`src/rtl/systolic_ctrl.sv`:
```
// systolic_ctrl: operand store and CLEAR/FEED/DRAIN/DONE sequencer feeding a 4x4 systolic multiplier.
// Define SYSCTRL_PERF_EN to build the completed-operation counter behind op_count.
module systolic_ctrl (
    input  logic       clk,
    input  logic       reset,
    input  logic       start,
    input  logic       ld_en,
    input  logic       ld_sel,
    input  logic [3:0] ld_addr,
    input  logic [3:0] ld_data,
    output logic [3:0] arr_a0,
    output logic [3:0] arr_a1,
    output logic [3:0] arr_a2,
    output logic [3:0] arr_a3,
    output logic [3:0] arr_b0,
    output logic [3:0] arr_b1,
    output logic [3:0] arr_b2,
    output logic [3:0] arr_b3,
    output logic       arr_clr,
    output logic       busy,
    output logic       done,
    output logic [7:0] op_count
);
    // state | meaning
    // IDLE  | waiting for start; operand store writable
    // CLEAR | one-cycle clear of the array accumulators
    // FEED  | seven skewed feed steps, t = 6 - cnt
    // DRAIN | four cycles for the last partial products to reach C15
    // DONE  | one-cycle done pulse; array outputs final
    localparam logic [2:0] S_IDLE  = 3'd0;
    localparam logic [2:0] S_CLEAR = 3'd1;
    localparam logic [2:0] S_FEED  = 3'd2;
    localparam logic [2:0] S_DRAIN = 3'd3;
    localparam logic [2:0] S_DONE  = 3'd4;

    logic [2:0] state_q, state_d;
    logic [2:0] cnt_q, cnt_d;
    logic [2:0] feed_t;
    logic       busy_q, busy_d;
    logic       done_q, done_d;
    logic       clr_q, clr_d;
    logic [3:0] arr_a_q [0:3];
    logic [3:0] arr_a_d [0:3];
    logic [3:0] arr_b_q [0:3];
    logic [3:0] arr_b_d [0:3];
    logic [3:0] a_mem_q [0:15];
    logic [3:0] a_mem_d [0:15];
    logic [3:0] b_mem_q [0:15];
    logic [3:0] b_mem_d [0:15];

    always_comb begin
        state_d = state_q;
        cnt_d   = cnt_q;
        case (state_q)
            S_IDLE:  if (start) state_d = S_CLEAR;
            S_CLEAR: begin
                state_d = S_FEED;
                cnt_d   = 3'd6;
            end
            S_FEED: begin
                if (cnt_q == 3'd0) begin
                    state_d = S_DRAIN;
                    cnt_d   = 3'd3;
                end else begin
                    cnt_d = cnt_q - 3'd1;
                end
            end
            S_DRAIN: begin
                if (cnt_q == 3'd0) state_d = S_DONE;
                else               cnt_d   = cnt_q - 3'd1;
            end
            S_DONE:  state_d = S_IDLE;
            default: state_d = S_IDLE;
        endcase
    end

    // Writes are only accepted while idle, so a run always sees a stable store.
    always_comb begin
        a_mem_d = a_mem_q;
        b_mem_d = b_mem_q;
        if (ld_en && !busy_q) begin
            if (ld_sel) b_mem_d[ld_addr] = ld_data;
            else        a_mem_d[ld_addr] = ld_data;
        end
    end

    assign feed_t = 3'd6 - cnt_d;

    // Outputs are computed from the next state so every output is a flop.
    always_comb begin
        busy_d = (state_d != S_IDLE);
        done_d = (state_d == S_DONE);
        clr_d  = (state_d == S_CLEAR);
        for (int i = 0; i < 4; i++) begin
            arr_a_d[i] = 4'd0;
            arr_b_d[i] = 4'd0;
            if (state_d == S_FEED && feed_t >= 3'(i) && (feed_t - 3'(i)) <= 3'd3) begin
                arr_a_d[i] = a_mem_q[{2'(i), 2'(feed_t - 3'(i))}];
                arr_b_d[i] = b_mem_q[{2'(feed_t - 3'(i)), 2'(i)}];
            end
        end
    end

    always_ff @(posedge clk) begin
        if (reset) begin
            state_q <= S_IDLE;
            cnt_q   <= 3'd0;
            busy_q  <= 1'b0;
            done_q  <= 1'b0;
            clr_q   <= 1'b0;
            arr_a_q <= '{default: '0};
            arr_b_q <= '{default: '0};
            a_mem_q <= '{default: '0};
            b_mem_q <= '{default: '0};
        end else begin
            state_q <= state_d;
            cnt_q   <= cnt_d;
            busy_q  <= busy_d;
            done_q  <= done_d;
            clr_q   <= clr_d;
            arr_a_q <= arr_a_d;
            arr_b_q <= arr_b_d;
            a_mem_q <= a_mem_d;
            b_mem_q <= b_mem_d;
        end
    end

`ifdef SYSCTRL_PERF_EN
    logic [7:0] op_cnt_q, op_cnt_d;

    always_comb begin
        op_cnt_d = op_cnt_q;
        if (state_d == S_DONE) op_cnt_d = op_cnt_q + 8'd1;
    end

    always_ff @(posedge clk) begin
        if (reset) op_cnt_q <= 8'd0;
        else       op_cnt_q <= op_cnt_d;
    end

    assign op_count = op_cnt_q;
`else
    assign op_count = 8'd0;
`endif

    // The array reset pin must see reset immediately, not a cycle later.
    assign arr_clr = clr_q | reset;
    assign busy    = busy_q;
    assign done    = done_q;
    assign arr_a0  = arr_a_q[0];
    assign arr_a1  = arr_a_q[1];
    assign arr_a2  = arr_a_q[2];
    assign arr_a3  = arr_a_q[3];
    assign arr_b0  = arr_b_q[0];
    assign arr_b1  = arr_b_q[1];
    assign arr_b2  = arr_b_q[2];
    assign arr_b3  = arr_b_q[3];

endmodule

```
`config.mk`:
```
export PLATFORM = sky130hd
export DESIGN_NAME = systolic_ctrl
export DESIGN_NICKNAME = d
export VERILOG_FILES = /design/src/rtl/systolic_ctrl.sv
export SDC_FILE = /design/constraint.sdc
export NUM_CORES = 1
export LEC_CHECK = 0
export CAP_MARGIN = 20
export CORE_AREA = 5 5 128 130
export DETAILED_ROUTE_END_ITERATION = 10
export DIE_AREA = 0 0 133 135
export PLACE_DENSITY = 0.78
export REMOVE_ABC_BUFFERS = 1
export SETUP_SLACK_MARGIN = 0.5
export SYNTH_ARGS = -nofsm -noshare
export SYNTH_HDL_FRONTEND = slang
export SYNTH_SLANG_ARGS = --single-unit
```
`constraint.sdc`:
```
create_clock -name clk -period 5.36 [get_ports clk]
set_clock_uncertainty 0.05 [all_clocks]
set_input_delay 0.804 -clock clk [delete_from_list [all_inputs] [get_ports clk]]
set_output_delay 0.804 -clock clk [all_outputs]
set_load 0.005 [all_outputs]
```
==> impl_metrics.ini, run 1 <==
[layout]
antenna_cells = 0
layout.nets = 796
area_growth_pct = 15.45
utilization = 0.5659
mostFrequentLayoutCell = dfxtp_1
final_cell_mix = dfxtp_1, nor2_1, nand2_1
fillers = 1262
reg.largest.list = a_mem_q x64, b_mem_q x64
drive_above_1_share = 0.1242

[pwr]
worst_ir_drop_vdd_mv = 0.2576
p_per_area_mw_per_mm2 = 363.4
power_w = 0.003092
power.leakage_nw = 3.030

[routing]
ant_nets = 0
drc_errors = 0
routed_via_density = 5.576
wl_um = 16870
drtIter0Drc = 503
vias = 5403
route.detailed.wl_per_inst_um = 17.41
first_pass_iters = 5

[timing]
fmax_ghz = 0.2267
worst_slack_ps = 948.6
layout_min_cycle_time_ps = 4411
worst_pin_slew_ps = 942.8
setup_viol = 0
relSlewSlack = 0.3666
slew_violations = 0
final.setup.tns_ps = 0
finalHoldViolCount = 0
period_share = 0.8230
grt_setup_unrepaired = no

[grt]
overflow = 0
antenna_found_initial = 0
grt_pass1_vias = 5348
grt_pass1_wl_um = 27980
grt_use_total = 0.1940
grt_max_degree = 90

[floorplan]
die_w_um = 133
initial_core_util = 0.4901
core_region_area_mm2 = 0.01503
die_h_um = 135
ios = 56
rows = 45
fp.dieArea_mm2 = 0.01796

[setup_path]
end_kind = register
cp-start-kind = register
crit_type = reg -> reg
worstPathMaxFanout = 28
cp.arrival_ps = 4650
crit_required_ps = 5600

[cts]
clock_latency_ps = 430
cts_hold_buf = 0
path_clk_slew_ps = 70
numCtsBuffers = 17
cts_tree = yes
cts_sinks = 169
post_cts_buffers = 0
cts_resized = 0
root_buffer = clkbuf_16
clock_path_buffers = 2
htreeDepth = 4

[yosys]
synth_area_mm2 = 0.007368
synth-edff-count = 0
ys_ff_latch = 169
yosys_warnings = 0
synthDistinctLibCells = 53
synth_top_flop_cell = dfxtp_1
synth_cells = 742
avgSynthCellArea_um2 = 9.930
yosysSeqAreaShare = 0.4592
synthArstFlopShare = 0

[placed_design]
place.gp.congestion = 0.8081
dp_hpwl_um = 10840
portBuffers = 47
dp_slack_ps = 972.4

[run]
cap_violations = 0

[run_status]
status = completed

[hold_path]
hp-class = reg -> reg
==> cells in the mapped netlist, types with 12 or more instances <==
library cell,n,area share
a21oi_1,63,0.043
clkbuf_1,38,0.019
dfxtp_1,169,0.46
ha_1,15,0.025
mux2i_1,69,0.094
mux4_2,32,0.098
nand2_1,76,0.039
nand3_1,54,0.037
nor2_1,90,0.046
nor2b_1,15,0.013
nor3b_1,19,0.019
o21ai_0,12,0.0082
==> where the power goes <==
part | leakage (nW) | internal (W) | total [W] | switching [W]
Clock | 0.285 | 0.000761 | 0.00128 | 0.000518
Sequential | 1.36 | 0.00127 | 0.00128 | 0.0000143
Combinational | 1.38 | 0.000192 | 0.000528 | 0.000337
==> kinds of logic after synthesis <==
kind of cell    Yosys count  synth area share
xor+xnor                  2          0.004245
flops                   169            0.4592
fa+ha+maj                15           0.02547
compound gates           91           0.07794
buf+inv                  72           0.04907
mux                     102            0.1931
simple gates            290            0.1905
other cells               1         0.0005089
==> area by class of cell <==
cell class / instances / area (um2) / area share
multi-input cells: 508 / 3650 / 0.4290
clock inverters: 13 / 166.4 / 0.01956
inverters: 11 / 46.29 / 0.005442
repair buffers: 61 / 573.1 / 0.06736
flip-flops and latches: 169 / 3383 / 0.3977
clock buffers: 19 / 452.9 / 0.05324
well taps: 188 / 235.2 / 0.02765
==> layer usage <==
metal | up-vias | track usage | part of all wire
li1 | 2619 | - | -
met1 | 2625 | 0.2486 | 0.45
met2 | 143 | 0.3293 | 0.49
met3 | 16 | 0.04434 | 0.050
met4 | 0 | 0.05543 | 0.012
met5 | - | 0 | 0
==> worst max-delay path, cell delays in order, from the launching register on <==
cell and delay [ps]:
dfxtp_1 330, inv_1 90, ha_1 160, nor2b_1 240, inv_1 120, ha_1 290
nand2b_1 90, a32o_2 800, ha_1 510, inv_1 580, buf_4 330, mux4_2 510
nor4b_1 150
==> through the flow <==
step / std cells / hold slack (ps) / area (um2)
after floorplan: 688 / 377.1 / 7079
after global placement: 937 / 389.3 / 7888
after detailed placement: 937 / 395.2 / 7888
after CTS: 969 / 406.0 / 8507
after global routing: 969 / 423.6 / 8507
final: 969 / 404.7 / 8507
==> worst paths after layout <==
kind | slack, ps | from | end | cells after the start
worst min-delay path | 400 | b_mem_q[62] | b_mem_q[62] | 2
worst max-delay path | 950 | cnt_q[0] | arr_b1[3] | 12
worst max register to register | 950 | cnt_q[0] | arr_b1[3] | 12
worst min register to register | 400 | b_mem_q[62] | b_mem_q[62] | 2
No activity file was read; power rests on OpenSTA's default activity.
==> run 2, diff against run 1 <==
==> constraint.sdc (replaced) <==
create_clock -name clk -period 4.6 [get_ports clk]
set_clock_uncertainty 0.05 [all_clocks]
set_input_delay 0.69 -clock clk [delete_from_list [all_inputs] [get_ports clk]]
set_output_delay 0.69 -clock clk [all_outputs]
set_load 0.005 [all_outputs]
==> run 2 against run 1 <==
Compared with the run above: clock-buffer cell count rose by 2; total power up 14%; utilization fell by 0.14 points; global-route usage decreased by 0.49 points; die area unchanged; register-to-register slack lost 160 ps; combinational power increased by 18%; clock power grew 10%; fmax is 16% higher; critical endpoint is now arr_a3[0]; largest cell class unchanged; highest routed layer unchanged.
==> impl_metrics.ini, run 2 (same netlist as run 1, synthesis figures left out) <==
[timing]
slew_violations = 0
final.setup.tns_ps = 0
setup_viol = 0
timing.hold.ws_ps = 404.2
worst_pin_slew_ps = 871.2
grt_setup_unrepaired = no
relSlewSlack = 0.4192
period_share = 0.8295
fmax_ghz = 0.2621
layout_min_cycle_time_ps = 3816
finalHoldViolCount = 0

[placed_design]
portBuffers = 47
dp_hpwl_um = 10640
place.gp.congestion = 0.8231

[setup_path]
worstPathMaxFanout = 20
path_cells = inv_1, ha_1, nor2b_1, inv_1, ha_1, nand2b_1, a32o_4, ha_1, a21boi_1, nor2_1, ha_1, a2111oi_4, o41ai_4, nor2b_1
crit_type = reg -> reg
cp-start-kind = register
cp.arrival_ps = 4120
end_kind = register
cp_slowest_stage_delay_ps = 430
timing.rr.end = arr_a3[0]
rr_startpoint = cnt_q[0]
cpMostUsedCell = ha_1
r2r_slack_ps = 780
slowest_stage = a32o_4
crit_required_ps = 4900
rr_worst_depth = 14

[routing]
wl_um = 16520
drc_errors = 0
first_pass_iters = 7
ant_nets = 0
drtIter0Drc = 482
vias = 5420
route.detailed.wl_per_inst_um = 17.07
routed_via_density = 5.599

[pwr]
switching_power_w = 0.0009904
power.leakage_nw = 3.026
p_seq_frac = 0.425
internal-power_w = 0.002533
clockPowerShare = 0.399
p_per_area_mw_per_mm2 = 415.3
p_comb_frac = 0.176
swShare = 0.2811
worst_ir_drop_vdd_mv = 0.3326

[cts]
root_buffer = clkbuf_16
cts_sinks = 169
htreeDepth = 4
cts_tree = yes
clock_path_buffers = 2
clock_latency_ps = 430
path_clk_slew_ps = 60
cts_hold_buf = 0
numCtsBuffers = 17

[grt]
overflow = 0
grt_use_total = 0.1891
grt_pass1_vias = 5184
antenna_found_initial = 0
grt_pass1_wl_um = 27170
grt_max_degree = 85

[layout]
reg.largest.list = a_mem_q x64, b_mem_q x64
antenna_cells = 0
area_growth_pct = 15.16
drive_above_1_share = 0.1218
final_cell_mix = dfxtp_1, nor2_1, nand2_1
mostFrequentLayoutCell = dfxtp_1
layout.nets = 797

[floorplan]
initial_core_util = 0.4901
die_w_um = 133
die_h_um = 135
fp.dieArea_mm2 = 0.01796
core_region_area_mm2 = 0.01503
ios = 56
rows = 45

[run_status]
status = completed

[hold_path]
whs_endpoint = a_mem_q[30]
hp-start = a_mem_q[30]
hp-class = reg -> reg
min_delay_path_depth = 2

[run]
cap_violations = 0
run 2: what timing repair did:
action | in CTS | in global routing
gates resized for setup | 0 | 2
setup buffers | 0 | 0
setup endpoints to repair | 0 | 17
run 2: how the worst max path moves through the flow:
stage             start   endpoint  slack [ps]
2_1_floorplan  cnt_q[0]  arr_a2[0]         690
3_3_place_gp   cnt_q[0]  arr_a3[1]         730
3_5_place_dp   cnt_q[0]  arr_b3[2]         650
4_1_cts        cnt_q[0]  arr_a3[0]         600
5_1_grt        cnt_q[0]  arr_a3[0]         510
6_report       cnt_q[0]  arr_a3[0]         780
run 2: power groups by stage:
stage               clock (W)  combinational [W]  sequential [W]
floorplan                   0           0.000419         0.00152
global placement            0           0.000602         0.00153
detailed placement          0           0.000611         0.00153
CTS                   0.00142           0.000615         0.00150
global route          0.00149           0.000678         0.00150
finish                0.00141           0.000621         0.00150
run 2: final cells by class:
type	count	area, um2
Sequential cell	169	3383
Multi-Input combinational cell	508	3665
Inverter	11	46.29
Tap cell	188	235.2
Timing Repair Buffer	62	580.6
Clock inverter	9	115.1
Fill cell	1246	6548
Clock buffer	21	460.4
run 2: metrics by stage:
step / worst slack, ps / area [um2] / total power (W) / util / std cells
global route: 506.6 / 8486 / 0.003664 / 0.5645 / 968
floorplan: 693.4 / 7079 / 0.001943 / - / 688
detailed placement: 647.0 / 7895 / 0.002140 / 0.5252 / 938
finish: 784.3 / 8486 / 0.003524 / 0.5645 / 968
global placement: 732.5 / 7895 / 0.002130 / 0.5252 / 938
CTS: 602.6 / 8471 / 0.003535 / 0.5635 / 968
run 2: metal layers:
metal  wire (um)  part of all wire  global-route usage  vias to the layer above
li1            -                 -                   -                     2623
met1        7196              0.44              0.2471                     2592
met2        8089              0.49              0.3124                      179
met3         980             0.059             0.04024                       26
met4         257             0.016             0.06467                        0
met5           0                 0                   0                        -
run 2: worst max-delay path: cells and delay by family (launching register included):
family / cells / cell delay [ps]
AOI/OAI and AO/OA: 4 / 1170
adders and majority gates: 4 / 1090
buffers and inverters: 2 / 220
DFF: 1 / 330
and+or+nand+nor: 4 / 900
